[config.mk]
export PLATFORM = sky130hd
export DESIGN_NAME = vslc_spi_fetch
export DESIGN_NICKNAME = d
export VERILOG_FILES = /design/src/rtl/vslc_spi_fetch.sv
export SDC_FILE = /design/constraint.sdc
export NUM_CORES = 1
export LEC_CHECK = 0
export CELL_PAD_IN_SITES_DETAIL_PLACEMENT = 0
export CELL_PAD_IN_SITES_GLOBAL_PLACEMENT = 1
export CORE_ASPECT_RATIO = 0.75
export CORE_MARGIN = 4
export CORE_UTILIZATION = 37
export CTS_CLUSTER_DIAMETER = 200
export DETAILED_ROUTE_END_ITERATION = 6
export GPL_TIMING_DRIVEN = 0
export PLACE_DENSITY_LB_ADDON = 0.1
export SLEW_MARGIN = 20
export SYNTH_ARGS = -nofsm -noshare
export SYNTH_HDL_FRONTEND = slang
export SYNTH_SLANG_ARGS = --single-unit
[constraint.sdc]
create_clock -name clk -period 2.3 [get_ports clk]
set_clock_uncertainty 0.2 [all_clocks]
set_input_delay 0.23 -clock clk [delete_from_list [all_inputs] [get_ports clk]]
set_output_delay 0.23 -clock clk [all_outputs]
set_load 0.1 [all_outputs]
[src/rtl/vslc_spi_fetch.sv]
// -----------------------------------------------------------------------------
// vslc_spi_fetch
//   Instruction supply for the executor. Streams program bytes out of an SPI
//   serial EEPROM/flash (READ 0x03, ADDR_W-bit address of zero, SPI mode 0) and
//   hands each byte over with a one-clock instr_ready strobe. A scan ends on the
//   end-of-program opcode or when MAX_LEN bytes have been fetched. At that
//   point chip select is released, ui_in is snapshotted into ui_in_prev, and
//   after CS_GAP clocks the read is re-issued from address 0.
//
// Ports
//   clk, rst_n   system clock / asynchronous active-low reset
//   en           run enable, honoured only between scans (IDLE, GAP)
//   spi_miso     serial data from memory
//   spi_sck      SPI clock, idle low
//   spi_mosi     serial command/address to memory
//   spi_cs_n     chip select, active low
//   ui_in        live inputs
//   ui_in_prev   ui_in as captured at the previous scan boundary
//   instr        last delivered instruction byte (held until the next one)
//   instr_ready  one-clock strobe, instr valid
//   scan_done    one-clock strobe at the end of every scan
//   pc           byte index of the next instruction within the scan
// -----------------------------------------------------------------------------
module vslc_spi_fetch #(
  parameter int unsigned CLK_DIV    = 2,
  parameter int unsigned ADDR_W     = 16,
  parameter int unsigned MAX_LEN    = 1024,
  parameter int unsigned CS_GAP     = 4,
  parameter logic [7:0]  EOP_OPCODE = 8'hFF
) (
  input  logic              clk,
  input  logic              rst_n,
  input  logic              en,
  input  logic              spi_miso,
  output logic              spi_sck,
  output logic              spi_mosi,
  output logic              spi_cs_n,
  input  logic [7:0]        ui_in,
  output logic [7:0]        ui_in_prev,
  output logic [7:0]        instr,
  output logic              instr_ready,
  output logic              scan_done,
  output logic [ADDR_W-1:0] pc
);

  typedef enum logic [2:0] {
    S_IDLE,
    S_CMD,
    S_ADDR,
    S_DATA,
    S_GAP
  } state_t;

  localparam logic [7:0]  READ_CMD = 8'h03;
  localparam int unsigned DIV_W    = (CLK_DIV > 1) ? $clog2(CLK_DIV) : 1;
  localparam int unsigned GAP_W    = (CS_GAP > 1) ? $clog2(CS_GAP) : 1;
  localparam int unsigned BITS_MAX = (ADDR_W > 8) ? ADDR_W : 8;
  localparam int unsigned CNT_W    = $clog2(BITS_MAX);

  state_t             state, state_d;
  logic [DIV_W-1:0]   div_cnt;
  logic [CNT_W-1:0]   bit_cnt;
  logic [GAP_W-1:0]   gap_cnt;
  logic [7:0]         tx_sr;
  logic [6:0]         rx_sr;

  logic               active, tick, rise, fall, last_bit;
  logic               byte_done, is_eop, at_limit, scan_end, gap_done, start;
  logic [7:0]         rx_byte;

  // Only the command byte is ever non-zero on MOSI; once it has shifted out the
  // register holds zeros, which serve as the address and as the DATA/GAP level.
  assign spi_mosi = tx_sr[7];

  // ---------------------------------------------------------------------------
  // Next-state and per-clock control decode
  // ---------------------------------------------------------------------------
  always_comb begin
    // NOTE: every always_comb output gets a default first so no path can leave
    // it unassigned, which would otherwise infer a latch.
    state_d  = state;
    active   = (state == S_CMD) || (state == S_ADDR) || (state == S_DATA);
    tick     = active && (div_cnt == DIV_W'(CLK_DIV - 1));
    rise     = tick && !spi_sck;
    fall     = tick && spi_sck;
    last_bit = (state == S_ADDR) ? (bit_cnt == CNT_W'(ADDR_W - 1))
                                 : (bit_cnt == CNT_W'(7));
    rx_byte  = {rx_sr, spi_miso};
    byte_done = rise && (state == S_DATA) && last_bit;
    is_eop   = (rx_byte == EOP_OPCODE);
    at_limit = (pc == ADDR_W'(MAX_LEN - 1));
    scan_end = byte_done && (is_eop || at_limit);
    gap_done = (state == S_GAP) && (gap_cnt == GAP_W'(CS_GAP - 1));

    unique case (state)
      S_IDLE: if (en)               state_d = S_CMD;
      S_CMD:  if (rise && last_bit) state_d = S_ADDR;
      S_ADDR: if (rise && last_bit) state_d = S_DATA;
      S_DATA: if (scan_end)         state_d = S_GAP;
      S_GAP:  if (gap_done)         state_d = en ? S_CMD : S_IDLE;
      default:                      state_d = S_IDLE;
    endcase

    start = (state_d == S_CMD) && (state != S_CMD);
  end

  always_ff @(posedge clk or negedge rst_n) begin
    if (!rst_n) state <= S_IDLE;
    else        state <= state_d;
  end

  // ---------------------------------------------------------------------------
  // SPI datapath, pc and strobes
  // ---------------------------------------------------------------------------
  always_ff @(posedge clk or negedge rst_n) begin
    if (!rst_n) begin
      spi_cs_n    <= 1'b1;
      spi_sck     <= 1'b0;
      div_cnt     <= '0;
      bit_cnt     <= '0;
      gap_cnt     <= '0;
      tx_sr       <= '0;
      rx_sr       <= '0;
      instr       <= '0;
      instr_ready <= 1'b0;
      scan_done   <= 1'b0;
      pc          <= '0;
      ui_in_prev  <= '0;
    end else begin
      // NOTE: sequential state uses non-blocking assignments so every flop
      // samples pre-edge values, regardless of statement order.
      instr_ready <= 1'b0;
      scan_done   <= 1'b0;

      if (start) begin
        // First command bit is on MOSI from cs_n assertion, a full half-period
        // ahead of the first SCK rise.
        spi_cs_n <= 1'b0;
        spi_sck  <= 1'b0;
        tx_sr    <= READ_CMD;
        div_cnt  <= '0;
        bit_cnt  <= '0;
      end else if (active) begin
        div_cnt <= tick ? '0 : div_cnt + DIV_W'(1);

        if (fall) tx_sr <= {tx_sr[6:0], 1'b0};

        if (rise) begin
          bit_cnt <= last_bit ? '0 : bit_cnt + CNT_W'(1);
          if (state == S_DATA) rx_sr <= rx_byte[6:0];
        end

        if (byte_done && !is_eop) begin
          instr       <= rx_byte;
          instr_ready <= 1'b1;
        end

        if (scan_end) begin
          // The 8th bit is sampled here, so the final SCK rise is suppressed
          // and the bus is released on the same clock.
          spi_cs_n   <= 1'b1;
          spi_sck    <= 1'b0;
          scan_done  <= 1'b1;
          ui_in_prev <= ui_in;
          pc         <= '0;
          gap_cnt    <= '0;
        end else begin
          if (tick)      spi_sck <= ~spi_sck;
          if (byte_done) pc      <= pc + ADDR_W'(1);
        end
      end else if (state == S_GAP) begin
        gap_cnt <= gap_cnt + GAP_W'(1);
      end
    end
  end

endmodule

# Word-level counts from Yosys, hierarchy flattened
# Index checks and enable logic that the tools add are counted.
# Widths: inputs -> output; s select.
# totals
register_bits	61
in_bits	12
out_inout_bits	37
elab_cells	99
# op_classes
add_sub_neg	4
eq_ne	12
n_mux	36
bitwise	2
n_reduce_logical	32
# op_table
op	count
$mux 16	2
$mux 8	3
$mux 1	18
$add 16x1->16 const B	1
$eq 16x10->1 const B	1
$mux 4	4
$mux 3	5
$pmux 3 s5	1
$reduce_and 3->1	4
$reduce_bool 2->1	6
$logic_and 1x1->1	10
$eq 8x8->1 const B	1
$reduce_and 2->1	4
$eq 3x1->1 const B	2
$eq 3x2->1 const B	2
$mux 2	3
$add 4x1->4 const B	1
$eq 4x3->1 const B	1
$eq 4x4->1 const B	1
$reduce_and 4->1	1
$eq 3x3->1 const B	1
$logic_not 3->1	1
$logic_or 1x1->1	3
$ne 3x1->1 const B	1
other kinds (7)	9

# Longest topological paths before layout
# Gate-level depths: netlist of the first run.
# logic_depth
ltp_word	14
mapped_depth	7
ltp_nobuf	6

# Worst setup path after synthesis of the first run
# No wires, ideal clock.
# synth_timing
path_type	flip-flop to flip-flop
from	reg pc[3]
to	reg ui_in_prev[0]
setup_ns	0.125
arrival_ns	2.889
required_ns	1.975
slack_ns	-0.915
stages_incl_launch_ff	7
path_buffers	1
synth_period_minus_slack_ns	3.215
cell_sequence	dfrtp_1 > nand4_1 > nor4_4 > nor2_2 > nor2_4 > buf_4 > mux2_2
# synth_between
elab_chain_len	9
# synth_lines
item	line	source
start: declaration	43	output logic [ADDR_W-1:0] pc
start signal: assignment	169	if (byte_done) pc <= pc + ADDR_W'(1);
$eq 16x10->1 *	91	at_limit = (pc == ADDR_W'(MAX_LEN - 1));
$logic_or 1x1->1 *	92	scan_end = byte_done && (is_eop || at_limit);
$logic_and 1x1->1 *	92	
$mux 3	99	S_DATA: if (scan_end) state_d = S_GAP;
$pmux 3 s5	95	unique case (state)
$eq 3x1->1	104	start = (state_d == S_CMD) && (state != S_CMD);
$logic_and 1x1->1	104	
$not 1->1 (no line)	-	
$reduce_and 3->1 (no line) *	-	
end signal: assignment	164	ui_in_prev <= ui_in;
end: declaration	39	output logic [7:0] ui_in_prev,
# Every way passes the cells marked *; elsewhere a longest branch is shown, timed or not.
# A chain may end at the register's enable or synchronous reset.

# Worst setup path in the final report of the first run
# layout_timing
from	reg pc[11]
to	reg ui_in_prev[2]
# The elaborated chain is that of the path after synthesis.

==> results of run 1 <==
-- state kept, by name (all words and copies together), names as in the netlist, 2 cells and up --
register and flops:
tx_sr 8, instr 8, gap_cnt 2, ui_in_prev 8
pc 16, state 3, rx_sr 7, bit_cnt 4
-- power breakdown --
group	total [mW]	internal, mW	switching, mW
Clock	0.945	0.527	0.418
Combinational	0.536	0.206	0.330
Sequential	1.30	1.19	0.107
Total	2.78	1.93	0.855
-- logic make-up after synthesis --
| family | after synthesis | synth area share, % |
|---|---|---|
| adder cells (fa/ha/maj) | 3 | 1.32 |
| multiplexers | 32 | 12.2 |
| buffers and inverters | 13 | 2.64 |
| flip-flops | 61 | 53.7 |
| XOR/XNOR | 2 | 0.616 |
| AO/OA/AOI/OAI | 44 | 10.2 |
| AND/OR/NAND/NOR | 104 | 19.4 |
-- cell usage after synthesis (all sizes together) --
master  count  share of area [%]
nand2b      4               0.88
o22a        2               0.62
or4         1               0.26
dfstp       1               0.92
and2        1               0.22
o41ai       4                2.3
xor2        1               0.31
and3        1               0.22
nor3b       2               0.53
nand3      11                1.9
nand4       5                1.1
mux2i      11                3.9
o32ai       1               0.31
o31ai       3               0.79
clkbuf      6               0.79
a21o        1               0.26
dfrtp      60                 53
or3         5                1.3
a211oi      1               0.26
mux2       21                8.3
nand2      26                3.4
buf         4                1.5
nor2b       2               0.44
o21ai      24                4.2
nor4        4                1.9
ha          3                1.3
or3b        1               0.40
inv         3               0.40
or2         2               0.44
nand3b      1               0.26
nor2       27                3.9
a21oi       8                1.4
xnor2       1               0.31
or4bb       1               0.40
nor3       10                1.8
-- final timing paths --
check	from	end	cells after the start
worst min register to register	instr[1]	instr[1]	1
worst max-delay path	pc[11]	ui_in_prev[2]	7
worst min-delay path	rst_n	pc[5]	2
min in group clk	ui_in[1]	ui_in_prev[1]	2
worst max register to register	pc[11]	ui_in_prev[2]	7
max in group asynchronous	rst_n	pc[4]	3
-- cell type report --
| class | instances | area, um^2 | share of cell area [%] |
|---|---|---|---|
| inverter | 3 | 11.3 | 0.268 |
| multi-input combinational | 185 | 1440 | 34.3 |
| clock buffer | 12 | 145 | 3.45 |
| clock inverter | 4 | 47.5 | 1.13 |
| tap | 101 | 126 | 3.01 |
| buffer | 8 | 52.6 | 1.25 |
| sequential | 61 | 1570 | 37.4 |
| timing repair buffer | 83 | 805 | 19.1 |
-- repair_timing --
item | CTS | global route
hold endpoints to repair | 61 | 0
setup buffers | 24 | 11
resized for setup | 46 | 34
cloned | 1 | 0
hold buffers | 1 | 0
endpoints found under the setup margin | 57 | 59
pin swaps | 11 | 7
-- per-stage QoR --
stage | cell area [um^2] | instances
CTS | 4060 | 451
global placement | 3550 | 408
finish | 4200 | 457
floorplan | 2940 | 259
global route | 4200 | 457
detailed placement | 3560 | 409
-- metal layers --
| metal | global-route usage, % | up-vias |
|---|---|---|
| met3 | 4.87 | 13 |
| met4 | 7.02 | 0 |
| met1 | 24.3 | 1124 |
| met2 | 23.0 | 63 |
| met5 | 0 | - |
| li1 | - | 1115 |
==> reports/qor.txt, run 1 <==
Fin. Hold Viols = 0
Critical path peak fanout = 5
CTS Root Cell = clkbuf_8
Starting Density = 38.5%
Die width = 109 um
Status = finished, violations left
Total grt overflow = 0
WHS = 0.128 ns
Max-cap violations = 0
Routed wire per std cell = 15.6 um
HPWL after DPL = 4400 um
Wl on met1 = 3430 um
Router iterations before antenna repair = 4
Share of cells above drive strength 1 = 35.4%
Slew Viols, Final = 0
Via density = 5.07
CTS tree = yes
Top delay family on crit path = simple AND/OR/NAND/NOR gates
Register area share after synthesis = 53.7%
CP most frequent cell = nor2_4
Core area = 0.00740 mm^2
Largest net degree at the start of global routing = 39
Distinct cells, synth = 41
Period utilisation layout = 105%
Commonest non-fill, non-tap cells in the layout = dfrtp_1, buf_4, nand2_1
Initial DRC count = 83
Die area = 0.00917 mm^2
Number of global-route vias before repair = 2328
Max incr delay on CP = 0.56 ns
WP data required = 2.33 ns
VDD IR max = 0.560 mV
Pwr Total = 2.78 mW
Power Density = 662 mW/mm^2
Fin crit period = 2.42 ns
# setup viols final = 13
Skew-Pair Late Insertion Delay = 0.34 ns
Slowest stage cell, crit path = or4bb_4
Initial antenna violation count = 0
GRT Total Usage = 16.7%
Post-synthesis register bit count = 61
P_leak = 2.08 nW
Routed WL = 7140 um
Synthesized area = 0.00285 mm^2
Most common cell after layout, fill and taps aside = dfrtp_1
Cell Chain, Critical Path = or4bb_4 > nor4_4 > buf_4 > nor2_4 > nor2_4 > buf_6 > mux2_4
Fillers = 662
Worst-path clk slew = 0.07 ns
Nets@finish = 366
Slew margin rel. = 34.0%
Gp weighted congestion = 0.740
TritonCTS Buffers = 9
RSZ-0062 raised after global routing = yes
Synthesis-to-finish area growth = 47.8%
Detail Route Antenna Nets = 0
Clock sink count = 61
Die Ht = 83.9 um
Core Util, Final = 56.8%
Net Count, Synth = 274
Crit path launch type = flip-flop
R2R Setup Slk = -0.12 ns
Failing checks = negative setup slack
Met2 wire len = 3080 um
Top Layer Used = met4
Final TNS setup = -1.06 ns
Routed met3 length = 520 um
Cells after synthesis = 259
DR DRC count = 0
Vias = 2315
H-tree levels = 3
Worst EP arrival = 2.44 ns
WP buf/inv = 2
Worst Setup Slack, final = -0.117 ns
Hold WC Path Type = in -> async
FP Rows = 27
Ys Warns = 0
Worst Path Class, Setup = reg -> reg
Antenna cells = 0
Pre-CTS WS = -0.578 ns
First-pass GRT wire length = 11900 um
Worst Tran Pin Value = 0.988 ns
# IOs = 49
Buffers on Ports = 48
Mean Syn Cell Area = 11.0 um^2
Critical Path End Type = flip-flop
FMAX = 414 MHz
Clock buffer depth = 2
Power figures use the tool's default switching activity.
==> inputs of run 2 (changes only) <==
--- a/config.mk
+++ b/config.mk
@@ -10,7 +10,7 @@
 export CORE_ASPECT_RATIO = 0.75
 export CORE_MARGIN = 4
 export CORE_UTILIZATION = 37
-export CTS_CLUSTER_DIAMETER = 200
+export CTS_CLUSTER_DIAMETER = 150
 export DETAILED_ROUTE_END_ITERATION = 6
 export GPL_TIMING_DRIVEN = 0
 export PLACE_DENSITY_LB_ADDON = 0.1
==> results of run 2 <==
Same layout as run 1: the final DEF is identical, and so are final timing and power.
==> inputs of run 3 (changes only) <==
--- a/config.mk
+++ b/config.mk
@@ -11,6 +11,7 @@
 export CORE_MARGIN = 4
 export CORE_UTILIZATION = 37
 export CTS_CLUSTER_DIAMETER = 150
+export CTS_CLUSTER_SIZE = 24
 export DETAILED_ROUTE_END_ITERATION = 6
 export GPL_TIMING_DRIVEN = 0
 export PLACE_DENSITY_LB_ADDON = 0.1
==> results of run 3 <==
Same layout as run 1: the final DEF is identical, and so are final timing and power.
